<file path="src/rtl/queue_drain_ctrl.sv">
// queue_drain_ctrl: pops words from the byte queue and hands them to a downstream
// valid/ready consumer. It also drives the deserializer ready line with watermark
// hysteresis and raises a sticky flag when the queue is seen full.
module queue_drain_ctrl #(
  parameter int unsigned DATA_W  = 8,
  parameter int unsigned LEN_W   = 4,
  parameter int unsigned DEPTH   = 8,
  parameter int unsigned HIGH_WM = 7,
  parameter int unsigned LOW_WM  = 2
) (
  input  logic              clock,
  input  logic              reset,
  input  logic [LEN_W-1:0]  q_len_in,
  input  logic [DATA_W-1:0] q_data_in,
  output logic              q_dequeue_out,
  output logic              des_ready_out,
  input  logic              drain_en_in,
  output logic              out_valid,
  input  logic              out_ready,
  output logic [DATA_W-1:0] out_data,
  output logic [7:0]        drained_cnt_out,
  output logic              full_err_out
);

  localparam int unsigned CNT_W = 8;

  typedef enum logic [1:0] {
    IDLE    = 2'd0,
    POP     = 2'd1,
    SETTLE  = 2'd2,
    PRESENT = 2'd3
  } state_e;

  state_e              state_q, state_d;
  logic                deq_q, deq_d;
  logic                valid_q, valid_d;
  logic                des_ready_q, des_ready_d;
  logic                full_err_q, full_err_d;
  logic [DATA_W-1:0]   data_q, data_d;
  logic [CNT_W-1:0]    cnt_q, cnt_d;

  // State register
  always_ff @(posedge clock) begin
    if (reset) begin
      state_q <= IDLE;
    end else begin
      state_q <= state_d;
    end
  end

  // Next-state logic and next values of every registered output
  always_comb begin
    state_d     = state_q;
    data_d      = data_q;
    cnt_d       = cnt_q;
    des_ready_d = des_ready_q;
    full_err_d  = full_err_q;

    case (state_q)
      IDLE: begin
        if (drain_en_in && (q_len_in != '0)) begin
          state_d = POP;
        end
      end
      POP: begin
        // Head word is still valid here; the queue pops at the end of this cycle.
        data_d  = q_data_in;
        state_d = SETTLE;
      end
      SETTLE: begin
        state_d = PRESENT;
      end
      PRESENT: begin
        if (out_ready) begin
          cnt_d   = cnt_q + CNT_W'(1);
          state_d = IDLE;
        end
      end
      default: begin
        state_d = IDLE;
      end
    endcase

    // Strobe and valid are registered decodes of the upcoming state.
    deq_d   = (state_d == POP);
    valid_d = (state_d == PRESENT);

    // Hysteresis between the two watermarks; in between, hold.
    if (q_len_in >= LEN_W'(HIGH_WM)) begin
      des_ready_d = 1'b0;
    end else if (q_len_in <= LEN_W'(LOW_WM)) begin
      des_ready_d = 1'b1;
    end

    if (q_len_in == LEN_W'(DEPTH)) begin
      full_err_d = 1'b1;
    end
  end

  // Output registers
  always_ff @(posedge clock) begin
    if (reset) begin
      deq_q       <= 1'b0;
      valid_q     <= 1'b0;
      des_ready_q <= 1'b0;
      full_err_q  <= 1'b0;
      data_q      <= '0;
      cnt_q       <= '0;
    end else begin
      deq_q       <= deq_d;
      valid_q     <= valid_d;
      des_ready_q <= des_ready_d;
      full_err_q  <= full_err_d;
      data_q      <= data_d;
      cnt_q       <= cnt_d;
    end
  end

  assign q_dequeue_out   = deq_q;
  assign out_valid       = valid_q;
  assign des_ready_out   = des_ready_q;
  assign full_err_out    = full_err_q;
  assign out_data        = data_q;
  assign drained_cnt_out = cnt_q;

endmodule

</file>
<file path="config.mk">
export PLATFORM = sky130hd
export DESIGN_NAME = queue_drain_ctrl
export DESIGN_NICKNAME = d
export VERILOG_FILES = /design/src/rtl/queue_drain_ctrl.sv
export SDC_FILE = /design/constraint.sdc
export NUM_CORES = 1
export LEC_CHECK = 0
export ABC_AREA = 1
export CELL_PAD_IN_SITES_DETAIL_PLACEMENT = 1
export CELL_PAD_IN_SITES_GLOBAL_PLACEMENT = 2
export CORE_AREA = 2 2 66 68
export CTS_BUF_LIST = sky130_fd_sc_hd__clkbuf_8
export DETAILED_ROUTE_END_ITERATION = 16
export DIE_AREA = 0 0 68 70
export PLACE_DENSITY_LB_ADDON = 0.1
export SKIP_CTS_REPAIR_TIMING = 1
export SYNTH_ARGS = -nofsm -noshare
export SYNTH_HDL_FRONTEND = slang
export SYNTH_SLANG_ARGS = --single-unit
</file>
<file path="constraint.sdc">
create_clock -name clock -period 1.3 [get_ports clock]
set_input_delay 0.13 -clock clock [delete_from_list [all_inputs] [get_ports clock]]
set_output_delay 0.13 -clock clock [all_outputs]
set_load 0.005 [all_outputs]
</file>
# After elaboration in Yosys (flattened, before gate mapping)
# Cells that the tools add are included.
dict set report word_totals {
  wordCells 24
  out_inout_bits 20
  ff_bits 22
  input_bits 16
}
dict set report op_classes {
  n_reduce_logical 5
  muxes 3
  add_sub_neg 1
  eq_ne 6
  n_lt_le_gt_ge 2
}
# operator count
set ops {}
lappend ops {{adder 8 x 1 -> 8 bit, second input constant} 1}
lappend ops {{case mux 2 bit (4 select lines)} 1}
lappend ops {{== test 2 bit, second input constant} 3}
lappend ops {{== test 2 x 1 -> 1 bit, second input constant} 2}
lappend ops {{== test 4 bit, second input constant} 1}
lappend ops {{>= comparator 4 x 3 -> 1 bit, second input constant} 1}
lappend ops {{<= comparator 4 x 2 -> 1 bit, second input constant} 1}
lappend ops {{2-to-1 mux 2 bit} 2}
lappend ops {{nonzero test 4 bit} 1}
lappend ops {{zero test 2 bit} 1}
lappend ops {{AND reduction 2 bit} 1}
lappend ops {{OR reduction 2 bit} 1}
lappend ops {{logical AND 1 bit} 1}

# Logic depth before layout (Yosys ltp)
dict set report depth {
  word_depth 5
  mapped_depth 6
  ltp_nobuf 6
}

# Worst setup path after synthesis
# OpenSTA, ideal clock, no wires.
dict set report synth_timing {
  path_kind {reg-to-reg}
  start {register cnt_q[0], in the netlist drained_cnt_out[0]}
  end {register cnt_q[6], in the netlist drained_cnt_out[6]}
  path_stages_with_launch 7
  path_buffers 0
  slack_ns 0.255
  arrival_ns 0.930
  setup_ns 0.115
  t_required_ns 1.185
  synth_period_minus_slack_ns 1.045
  path_cell_list {dfxtp_1 -> ha_1 -> nand3_1 -> nor2_4 -> nand3_1 -> nand2_1 -> nor2_1}
}
dict set report synth_via {
  elab_chain_cells 1
}
# item line_no
set synth_rtl {}
lappend synth_rtl {{start, declared} 40} ;# logic [CNT_W-1:0] cnt_q, cnt_d;
lappend synth_rtl {{start signal, assigned} 115} ;# cnt_q <= cnt_d;
lappend synth_rtl {{adder 8 x 1 -> 8 bit} 75} ;# cnt_d = cnt_q + CNT_W'(1);
# No other way between the ends.
# A chain may end at the register's enable or synchronous reset.

# Worst setup path in the final report
dict set report layout_timing {
  start {register cnt_q[0], in the netlist drained_cnt_out[0]}
  end {output drained_cnt_out[0]}
}
# item line_no
set layout_lines {}
lappend layout_lines {{end, declared} 21} ;# output logic [7:0] drained_cnt_out,
# No word-level cell between the ends.

==> flow_metrics.env <==
export IMPL_hold_viol_final=0
export IMPL_critPathKind="flop to output port"
export IMPL_worst_ir_drop_vdd_mv=0.350
export IMPL_vias_per_cell=4.19
export IMPL_fp_dieArea_um2=4760
export IMPL_final_layout_size_suffix_gt1_share_pct=13.0
export IMPL_cp_buffers_inverters=1
export IMPL_placer_congestion_estimate=0.701
export IMPL_r2r_setup_slack_ns=0.15
export IMPL_post_synth_inst_count=114
export IMPL_layout_area_seq_um2=458
export IMPL_max_cap_violations=0
export IMPL_dieHeight_um=70
export IMPL_port_buffers=35
export IMPL_nets=173
export IMPL_rr_endpoint="drained_cnt_out[7]$_SDFFE_PP0P_"
export IMPL_final_min_period_over_clock_period_pct=96.5
export IMPL_cts_max_level=1
export IMPL_layout_cells_most_common_list="34 x sky130_fd_sc_hd__clkdlybuf4s50_1, 31 x sky130_fd_sc_hd__nor2_1, 14 x sky130_fd_sc_hd__dfxtp_1"
export IMPL_timing_final_setup_violations=0
export IMPL_timing_worst_slew_pin_value_ns=0.426
export IMPL_core_area_um2=4140
export IMPL_antenna_cells=0
export IMPL_critical_path_max_stage_delay_ns=0.50
export IMPL_cpMaxStageDelayCell="sky130_fd_sc_hd__clkdlybuf4s50_1"
export IMPL_yosys_area_top_type="sky130_fd_sc_hd__dfxtp_1"
export IMPL_ys_top_cells_by_area="sky130_fd_sc_hd__dfxtp_1 50%, sky130_fd_sc_hd__nor2_1 13%, sky130_fd_sc_hd__o21ai_0 5.6%"
export IMPL_placement_rows=24
export IMPL_status="complete, no violations"
export IMPL_seq_area_frac_synth_pct=49.5
export IMPL_startpoint_type="flop"
export IMPL_flow_area_growth_from_synthesis_pct=55.8
export IMPL_cts_path_max_buffers=2
export IMPL_drt_first_iter_violations=20
export IMPL_total_leakage_power_uw=0.000587
export IMPL_critPathLaunch="drained_cnt_out[0]$_SDFFE_PP0P_"
export IMPL_wl_per_cell_um=11.3
export IMPL_power_internal_uw=1050
export IMPL_fin_hold_ws_ns=0.453
export IMPL_tritoncts="done"
export IMPL_via_count_of_the_first_global_routing_pass=874
export IMPL_psw_uw=338
export IMPL_clk_root_buffer_cell="sky130_fd_sc_hd__clkbuf_8"
export IMPL_globalRouteTotalUtil_pct=10.9
export IMPL_cts_inserted_buffers=3
export IMPL_drt_total_wl_mm=2.33
export IMPL_pin_count=36
export IMPL_nFillCells=489
export IMPL_cts_sinks=22
export IMPL_worst_setup_path_endpoint="drained_cnt_out[0]"
export IMPL_grt_max_degree=16
export IMPL_finalMaxSlewViolations=0
export IMPL_firstDrtPassIters=2
export IMPL_max_freq_mhz=797
export IMPL_timing_hold_worst_class="input port to flop"
export IMPL_synth_largest_type_area_fraction_pct=49.5
export IMPL_rsz0062_at_grt="no"
export IMPL_route_vias_total=863
export IMPL_critical_path_cell_chain="clkdlybuf4s50_1"
export IMPL_synth_lib_cells_used_distinct=18
export IMPL_synthesized_area_per_cell_um2=7.80
export IMPL_syn_cell_area_um2=890
export IMPL_die_w_um=68
export IMPL_synth_warnings=0
export IMPL_relative_contribution_of_combinational_cells_to_total_power_pct=16.5
export IMPL_multi_input_comb_area_um2=398
export IMPL_max_slew_margin_rel_pct=71.6
export IMPL_grt_antenna_before_repair=0
export IMPL_power_share_switching_pct=24.3
export IMPL_clkLatencyLatePin_ns=0.25
export IMPL_worst_setup_path_end_kind="output port"
export IMPL_globalRouteOverflowTotal=0
export IMPL_place_inst=200
export IMPL_grt_first_pass_wirelength_mm=4.02
export IMPL_drt_drc_violations_left=0
export IMPL_crit_arrival_ns=1.12
export IMPL_crit_cells=1
export IMPL_timing_final_crit_period_ns=1.25
export IMPL_p_clk_share_pct=30.1
export IMPL_most_frequent_standard_cell_in_the_layout_excluding_fill_and_tap_cells="sky130_fd_sc_hd__clkdlybuf4s50_1"
export IMPL_powerDensity_nw_per_um2=1000
export IMPL_number_of_synthesized_register_bits=22
export IMPL_worst_r2r_startpoint="state_q[1]$_SDFF_PP0_"
export IMPL_initial_core_util_pct=21.5
export IMPL_layoutNonFillerInstCount=206
export IMPL_timing_critical_path_max_delay_family="buffers and inverters"
export IMPL_worst_clock_skew_ns=0.000909
export IMPL_synthesis_nets=131
export IMPL_detailedPlacementHpwl_mm=1.76
export IMPL_reg2regPathDepth=5
export IMPL_worst_ep_required_time_ns=1.17
export IMPL_clkSlewWorstSetupHoldPaths_ns=0.08
export IMPL_worstPathMaxFanout=4
export IMPL_antenna_left=0
export IMPL_p_seq_share_pct=53.4
==> how the worst min path moves through the flow <==
stage / end / cells after the start / slack, ns / startpoint
final: out_data[6]$_SDFFE_PP0N_ / 3 / 0.45 / q_data_in[6]
after global placement: full_err_out$_SDFFE_PP0N_ / 2 / 0.44 / full_err_out$_SDFFE_PP0N_
after floorplan: out_data[0]$_SDFFE_PP0N_ / 2 / 0.26 / q_data_in[0]
after CTS: out_data[0]$_SDFFE_PP0N_ / 3 / 0.45 / q_data_in[0]
after global routing: out_data[6]$_SDFFE_PP0N_ / 3 / 0.44 / q_data_in[6]
after detailed placement: full_err_out$_SDFFE_PP0N_ / 2 / 0.45 / full_err_out$_SDFFE_PP0N_
==> routing by layer <==
metal / global-route usage (%) / share of wire (%) / vias up
li1: - / - / 445
met1: 14.6 / 46 / 400
met2: 17.0 / 50 / 16
met3: 2.42 / 3.9 / 2
met4: 4.00 / 0.82 / 0
met5: 0 / 0 / -
==> logic make-up after synthesis <==
logic type	share of synthesized area [%]
buf+inv	5.77
compound gates	11.0
fa+ha+maj	1.41
simple gates	31.4
xor+xnor	0.985
flops	49.5
==> layout make-up <==
type / count / share of cell area, %
well taps: 52 / 4.69
multi-input cells: 79 / 28.7
clock buffers: 3 / 2.98
repair buffers: 39 / 27.6
inverters: 11 / 2.98
flip-flops and latches: 22 / 33.0
==> registers in the layout, indices dropped and copies added, names as in the netlist <==
register and count:
q_dequeue_out 1, state_q 2, des_ready_out 1, out_data 8, drained_cnt_out 8, out_valid 1
full_err_out 1
==> worst min-delay path, delay by kind of cell <==
kind / cells / cell delay [ns]
simple gates: 2 / 0.15
buf+inv: 1 / 0.39
==> power groups by stage <==
stage	sequential, µW	combinational (µW)	clock [µW]
global route	750	258	486
detailed placement	764	233	0
global placement	762	230	0
floorplan	764	84.9	0
CTS	749	234	449
finish	742	229	419
==> cell usage after synthesis, drive strengths merged <==
cell type,instances
xor2,1
nand2,13
o21ai,10
a21oi,8
buf,2
ha,1
nor2,34
nand3,8
nor3,1
nor3b,1
nand4,1
dfxtp,22
o21bai,1
inv,11
==> through the flow <==
| step | power (µW) | util (%) | setup TNS (ns) | instance area, µm² | setup WS [ns] |
|---|---|---|---|---|---|
| final | 1390 | 33.5 | 0 | 1390 | 0.0452 |
| after global routing | 1490 | 33.5 | 0 | 1390 | 0.00130 |
| after CTS | 1430 | 32.4 | -0.204 | 1340 | -0.0776 |
| after floorplan | 848 | - | 0 | 890 | 0.255 |
| after detailed placement | 997 | 31.4 | -0.116 | 1300 | -0.0355 |
| after global placement | 992 | 31.4 | -0.0162 | 1300 | -0.0118 |
(Power assumes the default switching activity.)
